<file path="src/rtl/compat_fadc_decim_40mhz_pkg.sv">
// Shared constants for the 40 MHz compatibility-trigger front end:
// sample widths, binomial kernel, rounding and phase encoding.
package compat_fadc_decim_40mhz_pkg;

   localparam int DEF_ADC_WIDTH   = 12;
   localparam int DEF_SUM_WIDTH   = 16;
   localparam int DEF_FILL_CYCLES = 6;

   localparam int NUM_PMT      = 3;
   localparam int NUM_TAPS     = 5;
   localparam int KERNEL_SHIFT = 4;
   localparam int ROUND_CONST  = 8;
   localparam int KERNEL_COEF [NUM_TAPS] = '{1, 4, 6, 4, 1};

   typedef enum logic [1:0] {
      PHASE_0 = 2'd0,
      PHASE_1 = 2'd1,
      PHASE_2 = 2'd2
   } phase_e;

   function automatic phase_e next_phase(input phase_e cur);
      phase_e nxt;
      case (cur)
         PHASE_0: nxt = PHASE_1;
         PHASE_1: nxt = PHASE_2;
         default: nxt = PHASE_0;
      endcase
      return nxt;
   endfunction

endpackage

</file>
<file path="src/rtl/fir5_binomial.sv">
// One PMT channel: 5-tap shift register, registered binomial sum and a
// rounded, decimated output register loaded on the shared update enable.
module fir5_binomial
   import compat_fadc_decim_40mhz_pkg::*;
#(
   parameter int ADC_WIDTH = DEF_ADC_WIDTH,
   parameter int SUM_WIDTH = DEF_SUM_WIDTH
) (
   input  logic                 CLK120,
   input  logic                 RESETN,
   input  logic [ADC_WIDTH-1:0] ADC,
   input  logic                 UPDATE,
   output logic [ADC_WIDTH-1:0] ADC40
);

   logic [ADC_WIDTH-1:0] tap_reg [NUM_TAPS];
   logic [SUM_WIDTH-1:0] term [NUM_TAPS];
   logic [SUM_WIDTH-1:0] sum_reg;
   logic [SUM_WIDTH-1:0] sum_next;
   logic [SUM_WIDTH-1:0] rounded;
   logic [ADC_WIDTH-1:0] adc40_reg;

   // 16*max sample still fits SUM_WIDTH, so the products need no extra headroom.
   for (genvar gi = 0; gi < NUM_TAPS; gi++) begin : g_term
      assign term[gi] = SUM_WIDTH'(KERNEL_COEF[gi]) * SUM_WIDTH'(tap_reg[gi]);
   end

   always_comb begin
      sum_next = '0;
      for (int i = 0; i < NUM_TAPS; i++) begin
         sum_next = sum_next + term[i];
      end
   end

   assign rounded = sum_reg + SUM_WIDTH'(ROUND_CONST);

   always_ff @(posedge CLK120 or negedge RESETN) begin
      if (!RESETN) begin
         for (int i = 0; i < NUM_TAPS; i++) begin
            tap_reg[i] <= '0;
         end
         sum_reg   <= '0;
         adc40_reg <= '0;
      end else begin
         tap_reg[0] <= ADC;
         for (int i = 1; i < NUM_TAPS; i++) begin
            tap_reg[i] <= tap_reg[i-1];
         end
         sum_reg <= sum_next;
         if (UPDATE) begin
            adc40_reg <= ADC_WIDTH'(rounded >> KERNEL_SHIFT);
         end
      end
   end

   assign ADC40 = adc40_reg;

endmodule

</file>
<file path="src/rtl/compat_fadc_decim_40mhz.sv">
// 40 MHz front end: shared ENABLE40 phase counter, pipeline fill counter and
// three binomial decimating filters feeding the compatibility triggers.
module compat_fadc_decim_40mhz
   import compat_fadc_decim_40mhz_pkg::*;
#(
   parameter int ADC_WIDTH   = DEF_ADC_WIDTH,
   parameter int SUM_WIDTH   = DEF_SUM_WIDTH,
   parameter int FILL_CYCLES = DEF_FILL_CYCLES
) (
   input  logic                 CLK120,
   input  logic                 RESETN,
   input  logic                 SYNC,
   input  logic [ADC_WIDTH-1:0] ADC0,
   input  logic [ADC_WIDTH-1:0] ADC1,
   input  logic [ADC_WIDTH-1:0] ADC2,
   output logic [1:0]           ENABLE40,
   output logic [ADC_WIDTH-1:0] ADC40_0,
   output logic [ADC_WIDTH-1:0] ADC40_1,
   output logic [ADC_WIDTH-1:0] ADC40_2,
   output logic                 VALID40,
   output logic                 READY
);

   localparam int FILL_W = $clog2(FILL_CYCLES + 1);

   phase_e              enable40_reg;
   phase_e              enable40_next;
   logic [FILL_W-1:0]   fill_cnt_reg;
   logic                valid40_reg;
   logic                ready;
   logic                update_en;
   logic [ADC_WIDTH-1:0] adc_in [NUM_PMT];
   logic [ADC_WIDTH-1:0] adc40 [NUM_PMT];

   assign ready = (fill_cnt_reg == FILL_W'(FILL_CYCLES));
   // Decided from the registered phase, so a SYNC in the update cycle
   // cannot cancel the update already due.
   assign update_en = (enable40_reg == PHASE_0) && ready;

   always_comb begin
      enable40_next = next_phase(enable40_reg);
      if (SYNC) begin
         enable40_next = PHASE_0;
      end
   end

   always_ff @(posedge CLK120 or negedge RESETN) begin
      if (!RESETN) begin
         enable40_reg <= PHASE_0;
         fill_cnt_reg <= '0;
         valid40_reg  <= 1'b0;
      end else begin
         enable40_reg <= enable40_next;
         if (!ready) begin
            fill_cnt_reg <= fill_cnt_reg + FILL_W'(1);
         end
         valid40_reg <= update_en;
      end
   end

   assign adc_in[0] = ADC0;
   assign adc_in[1] = ADC1;
   assign adc_in[2] = ADC2;

   for (genvar gi = 0; gi < NUM_PMT; gi++) begin : g_pmt
      fir5_binomial #(
         .ADC_WIDTH (ADC_WIDTH),
         .SUM_WIDTH (SUM_WIDTH)
      ) u_fir (
         .CLK120 (CLK120),
         .RESETN (RESETN),
         .ADC    (adc_in[gi]),
         .UPDATE (update_en),
         .ADC40  (adc40[gi])
      );
   end

   assign ENABLE40 = enable40_reg;
   assign ADC40_0  = adc40[0];
   assign ADC40_1  = adc40[1];
   assign ADC40_2  = adc40[2];
   assign VALID40  = valid40_reg;
   assign READY    = ready;

endmodule

</file>
<file path="config.mk">
export PLATFORM = sky130hd
export DESIGN_NAME = compat_fadc_decim_40mhz
export DESIGN_NICKNAME = d
export VERILOG_FILES = /design/src/rtl/compat_fadc_decim_40mhz_pkg.sv /design/src/rtl/fir5_binomial.sv /design/src/rtl/compat_fadc_decim_40mhz.sv
export SDC_FILE = /design/constraint.sdc
export NUM_CORES = 1
export LEC_CHECK = 0
export CAP_MARGIN = 5
export CORE_MARGIN = 1
export CORE_UTILIZATION = 30
export CTS_CLUSTER_DIAMETER = 200
export DETAILED_ROUTE_END_ITERATION = 6
export SKIP_CTS_REPAIR_TIMING = 1
export SYNTH_ARGS = -nofsm -noshare
export SYNTH_HDL_FRONTEND = slang
export SYNTH_SLANG_ARGS = --single-unit
export TNS_END_PERCENT = 10
</file>
<file path="constraint.sdc">
create_clock -name CLK120 -period 4.64 [get_ports CLK120]
set_input_delay 0.464 -clock CLK120 [delete_from_list [all_inputs] [get_ports CLK120]]
set_output_delay 0.464 -clock CLK120 [all_outputs]
set_load 0.03 [all_outputs]
</file>
; After elaboration in Yosys (flattened, before gate mapping)
; Cells that the tools add are included.
[op_classes]
add_sub_neg = 16
mul = 3
div = 0
magnitude_cmp = 0
n_eq_ne = 2
shifts = 0
n_mux = 2
bitwise_logic = 0
n_reduce_logical = 2
[op_table]
columns = operator, count
row1 = 16-bit by 12-bit adder with 16-bit output, 3
row2 = 16-bit by 14-bit adder with 16-bit output, 3
row3 = 16-bit by 15-bit adder with 16-bit output, 3
row4 = 16-bit by 4-bit adder with 16-bit output (second input constant), 3
row5 = 12-bit by 14-bit adder with 15-bit output, 3
row6 = 2-bit by 12-bit multiplier with 14-bit output (first input constant), 3
row7 = 2-bit one-hot mux with 2 select lines, 1
row8 = 3-bit by 1-bit adder with 3-bit output (second input constant), 1
row9 = 3-bit == test (second input constant), 1
row10 = 2-bit by 1-bit == test with 1-bit output (second input constant), 1
row11 = 2-bit zero test, 1
row12 = 2-bit two-way mux, 1
row13 = 1-bit logical AND, 1
[word_totals]
ff_bits = 270
latch_bits = 0
ram_bits = 0
romBits = 0
input_bits = 39
word_cells = 49
n_memories = 0

; Longest topological paths before layout
[depth]
ltp_word = 4
ltp_mapped = 21

; Hierarchy
; Synthesis repeated with hierarchy kept, for this count alone.
[hier_totals]
hier_cells = 1239
hier_area_um2 = 14059.7
[modules_own_cells]
columns = module, n_inst, cells_each, area_each_um2, seq_area_each_um2
row1 = fir5_binomial at g_pmt[0].u_fir, 1, 409, 4616.9, 2127.0
row2 = fir5_binomial at g_pmt[1].u_fir, 1, 407, 4605.7, 2127.0
row3 = fir5_binomial at g_pmt[2].u_fir, 1, 404, 4590.7, 2127.0
row4 = compat_fadc_decim_40mhz, 1, 19, 246.5, 150.1

; Worst setup path after synthesis
; OpenSTA, ideal clock, no wires.
[synth_timing]
kind = reg-to-reg
from = register g_pmt[2].u_fir.tap_reg[36] (netlist bit)
to = register g_pmt[2].u_fir.sum_reg[13]
t_arrival_ps = 4312
setup_slack_ps = 204
path_stages_with_launch = 21
path_buffers = 0
cell_sequence = dfrtp_1 > ha_1 > inv_1 > fa_1 > nor2b_1 > o21ai_0 > a21boi_0 > o21ai_0 > nor2b_1 > xnor2_1 > fa_1 > inv_1 > fa_1 > inv_1 > ha_1 > o211ai_1 > nor3_1 > a221oi_1 > a2111o_1 > o41ai_1 > a211o_1
[synth_between]
elab_chain_len = 4
[synth_rtl]
columns = element, line_no
row1 = "start, declared", fir5_binomial.sv:16  ; logic [ADC_WIDTH-1:0] tap_reg [NUM_TAPS];
row2 = "start signal, assigned by index", fir5_binomial.sv:47  ; tap_reg[i] <= tap_reg[i-1];
row3 = 12-bit by 14-bit adder with 15-bit output, fir5_binomial.sv:31  ; sum_next = sum_next + term[i];
row4 = 16-bit by 15-bit adder with 16-bit output, fir5_binomial.sv:31
row5 = 16-bit by 14-bit adder with 16-bit output, fir5_binomial.sv:31
row6 = 16-bit by 12-bit adder with 16-bit output, fir5_binomial.sv:31
row7 = named net g_pmt[2].u_fir.sum_next[13], fir5_binomial.sv:19  ; logic [SUM_WIDTH-1:0] sum_next;
row8 = "end signal, assigned", fir5_binomial.sv:49  ; sum_reg <= sum_next;
row9 = "end, declared", fir5_binomial.sv:18  ; logic [SUM_WIDTH-1:0] sum_reg;
; The timed path passes the listed nets, and every way through them passes these cells.
; A chain may end at the register's enable or synchronous reset.

; Final worst setup path
[layout_timing]
from = register g_pmt[0].u_fir.tap_reg[37] (netlist bit)
to = register g_pmt[0].u_fir.sum_reg[15]
[layout_between]
elab_chain_len = 4
[layout_rtl]
columns = element, line_no
row1 = "start, declared", fir5_binomial.sv:16
row2 = "start signal, assigned by index", fir5_binomial.sv:47
row3 = 12-bit by 14-bit adder with 15-bit output, fir5_binomial.sv:31
row4 = 16-bit by 15-bit adder with 16-bit output, fir5_binomial.sv:31
row5 = 16-bit by 14-bit adder with 16-bit output, fir5_binomial.sv:31
row6 = 16-bit by 12-bit adder with 16-bit output, fir5_binomial.sv:31
row7 = named net g_pmt[0].u_fir.sum_next[15], fir5_binomial.sv:19
row8 = "end signal, assigned", fir5_binomial.sv:49
row9 = "end, declared", fir5_binomial.sv:18
; The timed path passes the listed nets, and every way through them passes these cells.

==> impl_metrics.ini <==
[outcome]
outcome = finished clean

[logic_synthesis]
syn_inst = 1270
syn_avg_cell_area_um2 = 11.2
synth_top_area_share = 0.460
synth_edf_count = 0
synth_commonest_cells = dfrtp_1, inv_1, ha_1, nor2_1, a21oi_1
seq_area_frac_synth = 0.460
synthTopCellsByArea = dfrtp_1, fa_1, ha_1
synth_flop_cell = dfrtp_1
netlist_area_um2 = 14200
ys_ff_latch = 261
synthMostInstantiatedCell = dfrtp_1
async_flop_share = 1.00
yosysUniqueCellTypes = 57
synth_warnings = 0
yosys.area.top_type = dfrtp_1
syn_nets = 1503

[timing]
rsz0062_at_grt = true
relSlewSlack = 0.475
hold_viol_final = 0
period_needed_ns = 4.44
drv_slew = 0
setup-violations-final = 0
fmax_mhz = 225
skew_ns = 0.0252
fin_crit_sh = 0.956
worst_slack_ns = 0.203
tightest_slew_ns = 0.788

[setup_path]
critPathKind = register to register
reg2reg_to = g_pmt[0].u_fir.sum_reg[15]
timing.reg2reg.worst_path_depth = 19
cp_max_fo = 5
rrSetupSlack_ns = 0.20
critPathRequiredTime_ns = 5.08
r2r-start = g_pmt[0].u_fir.tap_reg[37]
critPathLaunchType = register
endpoint_kind = register
crit_slowest_cell = fa_1
cpMostUsedCell = a21o_1
cp_cell_sequence = ha_1 > a21o_1 > a211o_1 > a2111oi_2 > buf_4 > o21bai_1 > a21oi_1 > xnor2_1 > fa_1 > inv_1 > fa_1 > inv_1 > ha_1 > a21o_1 > a21o_1 > a21oi_1 > nor2_1 > a41oi_2 > o31ai_2
critical_path.max_stage_delay_ns = 0.52
cp.arrival_ns = 4.88

[layout]
layout-drive-gt1-share = 0.105
area_growth_pct = 22.6
num_antenna_cells = 0
largest_reg_flops = 180
fin_nets = 1640
finalNonFillerCells = 2039
final_area_um2 = 17400
finish.utilization = 0.374

[place]
post-place-ws_ns = -0.153
port_buffers = 78
dpl.hpwl_um = 20500
place.gp.congestion = 0.823
placed_cell_area_um2 = 15900
dp_cells = 1970

[global_routing]
grt_max_degree = 100
antenna_found_initial = 0
grt_pass1_wl_um = 46900
grt_pass1_vias = 9682
grt.overflow.total = 0
grtUsageTotal = 0.120

[worst_hold_path]
worstHoldStart = ADC2[6]
whs_path_depth = 1
min_to = g_pmt[2].u_fir.tap_reg[54]
hold_class = primary input to register

[detailed_routing]
first_pass_iters = 6
drc = 0
drtIter0Drc = 395
vias = 9186
wirelength_um = 27900
drt-vias-per-instance = 4.51
wire_per_inst_um = 13.7
ant_nets = 0

[cts]
cts_htree_levels = 1
cts.clk_slew.worst_paths_ns = 0.06
tritoncts = yes
cts.path.max_buffers = 3
cts_made_buffers = 31
cts_num_sinks = 261
clock_latency_ns = 0.58
cts_root_buf = clkbuf_16

[floorplanning]
die_w_um = 219
io-pin-count = 79
start_util = 0.305
coreArea_um2 = 46600
fp-row-count = 79
die_y_um = 219
die_area_um2 = 48200

[pwr]
powerDensity_nw_per_um2 = 637
peakVddDrop_mv = 0.346
p_leak_nw = 7.79

[job]
cap_viol_max_count = 0
## worst max-delay path, delay by kind of cell, from the launching register on
kind / cells / cell delay [ns]
flip-flops: 1 / 0.39
AND/OR/NAND/NOR: 1 / 0.06
XOR/XNOR: 1 / 0.14
adder cells (fa/ha/maj): 4 / 1.54
buffers and inverters: 3 / 0.27
AO/OA/AOI/OAI: 10 / 1.89
## stage by stage
| step | setup TNS, ns | total power, mW | hold WS (ns) |
|---|---|---|---|
| finish | 0 | 11.1 | 0.317 |
| global route | -0.145 | 12.0 | 0.284 |
| CTS | -0.387 | 10.8 | -0.0454 |
| detailed placement | -0.249 | 8.12 | 0.359 |
| global placement | 0 | 8.02 | 0.359 |
| floorplan | 0 | 6.68 | 0.168 |
## how the worst max path moves through the flow
| stage | from | endpoint | slack, ns | cells after the start |
|---|---|---|---|---|
| after floorplan | g_pmt[2].u_fir.tap_reg[36] | g_pmt[2].u_fir.sum_reg[13] | 0.20 | 20 |
| after global placement | g_pmt[0].u_fir.tap_reg[36] | g_pmt[0].u_fir.sum_reg[15] | 0.07 | 20 |
| after detailed placement | g_pmt[0].u_fir.tap_reg[36] | g_pmt[0].u_fir.sum_reg[15] | -0.15 | 18 |
| after CTS | g_pmt[0].u_fir.tap_reg[36] | g_pmt[0].u_fir.sum_reg[15] | -0.18 | 18 |
| after global routing | g_pmt[0].u_fir.tap_reg[51] | g_pmt[0].u_fir.sum_reg[15] | -0.06 | 19 |
| final | g_pmt[0].u_fir.tap_reg[37] | g_pmt[0].u_fir.sum_reg[15] | 0.20 | 19 |
## cell usage in the layout (no fill, tap or decap), drive strengths merged, types with 10 or more instances in the layout
cell type,synthesis,routed
a2111oi,11,11
a21o,20,20
a21oi,92,92
and3,10,10
buf,1,38
clkbuf,11,39
clkdlybuf4s50,0,77
dfrtp,261,261
fa,81,81
ha,113,113
inv,172,175
nand2,38,38
nand2b,14,14
nand3,26,26
nor2,97,97
nor2b,20,20
nor3,26,26
o211ai,11,11
o21a,12,12
o21ai,41,41
o21bai,12,12
xnor2,84,84
xor2,31,31
## cell type report
class,count,area (um2)
well taps,607,759
inverters,172,646
clock inverters,19,243
multi-input cells,825,7270
flip-flops and latches,261,6530
repair buffers,116,1090
fillers,4503,29200
clock buffers,39,856
## kinds of logic (layout without fill, tap and decap cells)
kind of cell,after synthesis,count (layout),share of synthesized area
AND/OR/NAND/NOR,263,263,0.0892
flip-flops,261,261,0.460
AO/OA/AOI/OAI,246,246,0.112
adder cells (fa/ha/maj),194,194,0.214
buffers and inverters,184,346,0.0487
XOR/XNOR,115,115,0.0710
multiplexers,7,7,0.00529
## per-layer routing
| layer | vias up | track usage | wire (um) |
|---|---|---|---|
| li1 | 4549 | - | - |
| met1 | 4470 | 0.157 | 13000 |
| met2 | 119 | 0.199 | 13000 |
| met3 | 48 | 0.0237 | 1380 |
| met4 | 0 | 0.0331 | 615 |
| met5 | - | 0 | 0 |
## report_power, final
group / switching (mW) / total, mW / leakage [nW] / internal [mW]
logic: 2.94 / 5.45 / 4.23 / 2.51
clock network: 0.995 / 2.58 / 0.538 / 1.58
registers: 0.300 / 3.05 / 3.03 / 2.75
total: 4.23 / 11.1 / 7.79 / 6.84
(Power assumes the default switching activity.)
